**src/rtl/sec32_check_encoder.sv**
```systemverilog
// Transmit-side SEC encoder: 32 data bits -> 40-bit codeword, 1-cycle latency, two-entry (output + skid) buffer.
// Optional one-shot bit-flip injection is compiled in with `define SEC_ERR_INJECT_EN.
module sec32_check_encoder #(
  parameter int CNT_W = 16
) (
  input  logic             clk,
  input  logic             rst,
  input  logic             s_valid,
  output logic             s_ready,
  input  logic [31:0]      s_data,
  output logic             m_valid,
  input  logic             m_ready,
  output logic [31:0]      m_data,
  output logic [7:0]       m_check,
  input  logic             inj_req,
  input  logic [5:0]       inj_pos,
  output logic [CNT_W-1:0] word_cnt
);

  localparam logic [31:0] MASK [8] = '{
    32'h00FF1111, 32'hFF002222, 32'h0F0F4444, 32'hF0F08888,
    32'h111100FF, 32'h2222FF00, 32'h44440F0F, 32'h8888F0F0
  };

  function automatic logic [7:0] sec_check(input logic [31:0] d);
    logic [7:0] c;
    c = '0;
    for (int k = 0; k < 8; k++) c[k] = ^(d & MASK[k]);
    return c;
  endfunction

  typedef enum logic [1:0] {EMPTY, ONE, FULL} occ_t;

  occ_t        state, state_nxt;
  logic        s_ready_q;
  logic [39:0] out_cw, skid_cw, in_cw, load_cw, flip;
  logic        accept, drain;
  logic        load_out, load_from_skid, load_skid;

  assign accept  = s_valid & s_ready_q;
  assign drain   = m_valid & m_ready;
  assign in_cw   = {sec_check(s_data), s_data};
  assign s_ready = s_ready_q;
  assign m_valid = (state != EMPTY);
  assign m_data  = out_cw[31:0];
  assign m_check = out_cw[39:32];

  always_comb begin
    state_nxt      = state;
    load_out       = 1'b0;
    load_from_skid = 1'b0;
    load_skid      = 1'b0;
    case (state)
      EMPTY: if (accept) begin
        state_nxt = ONE;
        load_out  = 1'b1;
      end
      ONE: begin
        if (accept && drain) begin
          load_out = 1'b1;
        end else if (accept) begin
          state_nxt = FULL;
          load_skid = 1'b1;
        end else if (drain) begin
          state_nxt = EMPTY;
        end
      end
      FULL: if (drain) begin
        state_nxt      = ONE;
        load_out       = 1'b1;
        load_from_skid = 1'b1;
      end
      default: state_nxt = EMPTY;
    endcase
  end

`ifdef SEC_ERR_INJECT_EN
  logic       inj_armed;
  logic [5:0] inj_pos_q;
  logic       armed_now;
  logic [5:0] pos_now;

  // A request on the load cycle itself takes effect on that word.
  assign armed_now = inj_armed | inj_req;
  assign pos_now   = inj_req ? inj_pos : inj_pos_q;
  assign flip      = (armed_now && pos_now < 6'd40) ? (40'd1 << pos_now) : 40'd0;

  always_ff @(posedge clk or posedge rst) begin
    if (rst) begin
      inj_armed <= 1'b0;
      inj_pos_q <= '0;
    end else begin
      if (inj_req) inj_pos_q <= inj_pos;
      if (load_out)     inj_armed <= 1'b0;
      else if (inj_req) inj_armed <= 1'b1;
    end
  end
`else
  logic unused_inj;
  assign unused_inj = ^{inj_req, inj_pos};
  assign flip       = 40'd0;
`endif

  assign load_cw = (load_from_skid ? skid_cw : in_cw) ^ flip;

  always_ff @(posedge clk or posedge rst) begin
    if (rst) begin
      state     <= EMPTY;
      s_ready_q <= 1'b0;
      out_cw    <= '0;
      skid_cw   <= '0;
      word_cnt  <= '0;
    end else begin
      state     <= state_nxt;
      s_ready_q <= (state_nxt != FULL);
      if (load_out)  out_cw  <= load_cw;
      if (load_skid) skid_cw <= in_cw;
      if (drain)     word_cnt <= word_cnt + CNT_W'(1);
    end
  end

endmodule
```
**config.mk**
```make
export PLATFORM = sky130hd
export DESIGN_NAME = sec32_check_encoder
export DESIGN_NICKNAME = d
export VERILOG_FILES = /design/src/rtl/sec32_check_encoder.sv
export SDC_FILE = /design/constraint.sdc
export NUM_CORES = 1
export LEC_CHECK = 0
export BUFFER_PORTS_ARGS = -buffer_cell sky130_fd_sc_hd__buf_2
export CAP_MARGIN = 20
export CORE_UTILIZATION = 34
export CTS_CLUSTER_DIAMETER = 80
export CTS_CLUSTER_SIZE = 30
export DETAILED_ROUTE_END_ITERATION = 6
export PLACE_DENSITY = 0.56
export SETUP_SLACK_MARGIN = 0.05
export SLEW_MARGIN = 40
export SYNTH_ARGS = -nofsm -noshare
export SYNTH_HDL_FRONTEND = slang
export SYNTH_SLANG_ARGS = --single-unit
```
**constraint.sdc**
```tcl
create_clock -name clk -period 4.4 [get_ports clk]
set_input_delay 0.22 -clock clk [delete_from_list [all_inputs] [get_ports clk]]
set_output_delay 0.22 -clock clk [all_outputs]
set_load 0.01 [all_outputs]
```
======== Word-level counts from Yosys, hierarchy flattened ========
Index checks and enable logic that the tools add are counted.
word-level totals
  memories ................................ 0
  RAM bits ................................ 0
  input port bits ......................... 43
  output and inout bits ................... 58
  latch bits .............................. 0
  ROM bits ................................ 0
  word-level logic and storage cells ...... 36
  bits in registers ....................... 99
cells by class
  $lt $le $gt $ge ......................... 0
  shift-type cells ........................ 0
  eq/ne operators ......................... 3
  div/mod/pow operators ................... 0
  reductions and logical operators ........ 11
  mux-type cells .......................... 14
  multiply operators ...................... 0
  bitwise operators ....................... 2
  $add $sub $neg .......................... 1
operator list
  cell                                                             count
  32-bit XOR reduction                                             8
  40-bit two-way mux                                               1
  16-bit by 1-bit adder with 16-bit output, second input constant  1
  2-bit two-way mux                                                5
  1-bit two-way mux                                                6
  2-bit one-hot mux with 3 select lines                            1
  1-bit one-hot mux with 3 select lines                            1
  1-bit AND                                                        2
  2-bit by 1-bit == test with 1-bit output, second input constant  1
  2-bit == test, second input constant                             1
  2-bit zero test                                                  1
  2-bit inequality test, second input constant                     1
  2-bit nonzero test                                               1
  1-bit logical AND                                                1

======== Depth between registers and ports, before layout ========
  depth after elaboration ................. 7
  mapped depth ............................ 6
  mapped depth without buffers ............ 5

======== Least setup slack after synthesis ========
OpenSTA, ideal clock, no wires.
  kind .................................... register to register
  from .................................... register state[0]
  to ...................................... register skid_cw[11]
  arrival ................................. 1.368 ns
  path buffers ............................ 2
  path slack .............................. 2.907 ns
  required time ........................... 4.275 ns
  stages on the path, launching flop included .. 6
  library setup time ...................... 0.125 ns
  period minus slack after synthesis ...... 1.493 ns
  cells stage by stage .................... dfrtp_1 > nand2b_1 > nor3_2 > buf_4 > buf_4 > mux2_2
on the way
  cells in the longest elaborated chain, start to end .. 5
  elaborated cells on any way between the ends .. 6
  classes of those cells .................. 1 x eq/ne; 2 x mux; 1 x bitwise; 2 x reduce/logical
ends and longest elaborated chain
  item                    RTL line  text
  from (decl)             34        occ_t state, state_nxt;
  from (signal assigned)  114       state <= state_nxt;
  2-bit nonzero test      44        assign m_valid = (state != EMPTY);
  1-bit AND               41        assign drain = m_valid & m_ready;
  1-bit logical AND       59        if (accept && drain) begin
  1-bit two-way mux       59
  1-bit two-way mux (*)   53        case (state)
  to (signal assigned)    117       if (load_skid) skid_cw <= in_cw;
  to (decl)               36        logic [39:0] out_cw, skid_cw, in_cw, load_cw, flip;
Every way passes the cells marked *; elsewhere a longest branch is shown, timed or not.
A chain may end at the register's enable or synchronous reset.

======== Worst setup path after layout ========
  from .................................... register state[0]
  to ...................................... register skid_cw[2]
Same word-level chain as after synthesis.

==> flow_metrics.tcl <==
set metrics [dict create \
    io_pins 101 \
    place_congestion 0.7284 \
    die_h_um 118.6 \
    core_area_mm2 0.01324 \
    vias 3086 \
    yosysMostFrequentCell "dfrtp_1" \
    ant_nets 0 \
    htreeDepth 3 \
    p_sw_share_pct 33.41 \
    crit_path_cell_trace "nand2b_1, nor3_4, buf_4, mux2_2" \
    syn_area_per_cell_um2 11.79 \
    fin_area_mm2 0.005589 \
    slowest_delay_ps 500 \
    synth_edf_count 0 \
    setup_tns_ps 0 \
    drtPass1Iterations 4 \
    cts.sinks 99 \
    vdd_drop_max_v 0.0002053 \
    syn_area_mm2 0.004621 \
    crit_path_end_kind "register" \
    drc 0 \
    initialDrtViolationCount 132 \
    clk_pin_slew_ps 60 \
    maxSlewViolCount 0 \
    yosys-top-cells-area "dfrtp_1, xnor2_1, mux2_2" \
    portBuffers 93 \
    wl_mm 10.03 \
    synth.top_cell.area_share_pct 53.61 \
    cp.arrival_ps 2060 \
    start_util_pct 34.89 \
    fin_util_pct 42.21 \
    crit_path_start_kind "register" \
    antenna_found_initial 0 \
    period_needed_ps 1841 \
    slew_headroom_pct 56.53 \
    syn_to_final_growth_pct 20.96 \
    drive_above_1_share_pct 32.65 \
    cts_buffers 9 \
    synthArstFlopShare_pct 100.0 \
    max_cap_viol_count 0 \
    min_period_over_period_pct 41.85 \
    n_antenna_cell 0 \
    regArea_mm2 0.002477 \
    cts_max_path_buffers 2 \
    ys_warn_count 0 \
    cts_root_buffer "clkbuf_16" \
    critPathMaxFanout 48 \
    crit_slowest_cell "buf_4" \
    ys_seq_area_share_pct 53.61 \
    die_w_um 118.6 \
    status "complete, no violations" \
    min_path_type "input pin to register" \
    seq_power_share_pct 43.5 \
    via_per_inst 4.634 \
    cts_tree "yes" \
    synth_top_area_cell "dfrtp_1" \
    rows 42 \
    max_freq_mhz 543.1 \
    leakage_nw 2.650 \
    nFillCells 1311 \
    rsz0062_at_grt "false" \
    grt_overflow_total 0 \
    synthTopCellsByCount "dfrtp_1, xnor2_1, a21oi_1, inv_1" \
    tightest_slew_ps 652.0 \
    crit_type "register to register" \
    powerDensity_mw_per_mm2 631.9 \
    switchingPower_mw 1.180 \
    skew_ps 3.436 \
    synth_cells 392 \
    multi_input_area_mm2 0.001942 \
    grt_pass1_vias 3189 \
    grt_max_degree 53 \
    cts_resized 0 \
    dp_hpwl_mm 7.116 \
    setup_viol 0 \
    gr-usage-all-layers_pct 15.45 \
    syn_nets 436 \
    ys_seq_elements 99 \
    ys.flop_type "dfrtp_1" \
    nNetsFinal 530 \
    wl_per_cell_um 15.05 \
    crit_required_ps 4620 \
    die-area_mm2 0.01406 \
    grt_pass1_wl_mm 16.82 \
    power_frac_comb_pct 35.4 \
    yosysUniqueCellTypes 32 \
    clk_latency_ps 340 \
    placed_area_mm2 0.005299 \
    pwr-share-clk_pct 21.1 \
    p_int_mw 2.352 \
    final_hold_viol_count 0 \
]
==> power by group through the flow <==
stage               Sequential, mW  Combinational, mW  Clock (mW)
floorplan                     1.62              0.753           0
global placement              1.53               1.23           0
detailed placement            1.55               1.27           0
CTS                           1.54               1.28       0.774
global route                  1.59               1.39       0.827
finish                        1.54               1.25       0.744
==> what timing repair did <==
action	in CTS	in global routing
hold buffers	1	0
setup buffers	0	0
hold endpoints to repair	47	0
endpoints found under the setup margin	0	0
==> registers in the layout, summed over array words and instances, names as in the netlist <==
signal	flops
out_cw	40
word_cnt	16
state	2
skid_cw	40
s_ready	1
==> final timing paths <==
| path | slack, ps | from | to | cells past startpoint |
|---|---|---|---|---|
| worst min register to register | 480 | word_cnt[15] | word_cnt[15] | 1 |
| min in group asynchronous | 490 | rst | out_cw[7] | 3 |
| worst min-delay path | 160 | m_ready | s_ready | 2 |
| worst max-delay path | 2560 | state[0] | skid_cw[2] | 4 |
| max in group asynchronous | 2840 | rst | out_cw[29] | 4 |
| worst max register to register | 2560 | state[0] | skid_cw[2] | 4 |
==> final cells by class <==
cell class	instances	area share, %
flip-flops and latches	99	44.33
multi-input cells	241	34.74
repair buffers	100	9.581
clock buffers	13	4.835
well taps	176	3.940
inverters	35	2.395
clock inverters	2	0.1791
==> through the flow <==
step / hold WS, ps / worst slack [ps] / std cells / total power [mW]
3_5_place_dp: 335.5 / 2556 / 650 / 2.826
4_1_cts: 151.0 / 2541 / 666 / 3.593
6_report: 160.5 / 2559 / 666 / 3.532
5_1_grt: 166.1 / 2421 / 666 / 3.811
3_3_place_gp: 332.8 / 2315 / 648 / 2.761
2_1_floorplan: 344.9 / 1590 / 392 / 2.370
==> placed cells by master (no fill, tap or decap), types with 3 or more instances in the layout <==
| cell | count |
|---|---|
| o21ai_1 | 8 |
| o22ai_1 | 32 |
| nand2_1 | 12 |
| xnor2_2 | 7 |
| clkbuf_8 | 3 |
| clkbuf_16 | 9 |
| xnor3_1 | 8 |
| xnor2_1 | 45 |
| and3_1 | 3 |
| buf_4 | 4 |
| a22oi_1 | 8 |
| xor2_1 | 12 |
| buf_2 | 93 |
| inv_1 | 34 |
| dfrtp_1 | 99 |
| nand3_1 | 6 |
| a21oi_1 | 41 |
| mux2_2 | 32 |
| nor2_1 | 9 |
==> cells by family (layout without fill, tap and decap cells) <==
logic type	count (synthesis)	after routing	share of synthesized area (%)
compound gates	92	92	11.43
xor+xnor	72	72	17.17
fa+ha+maj	1	1	0.2707
buf+inv	52	150	4.658
flops	99	99	53.62
mux	32	32	7.799
simple gates	44	44	5.064
==> routing by layer <==
layer  global-route usage [%]  routed length (µm)  vias up
met5                        0                   0        -
met4                    6.408                 162        0
met3                    3.523                 479       11
met2                    23.94                4582       69
met1                    20.79                4800     1478
li1                         -                   -     1528
==> worst max-delay path: cells and delay by family (launching register included) <==
| kind | cells | cell delay [ps] |
|---|---|---|
| DFF | 1 | 430 |
| muxes | 1 | 400 |
| buffers and inverters | 1 | 500 |
| and+or+nand+nor | 2 | 370 |
Power figures use the tool's default switching activity.
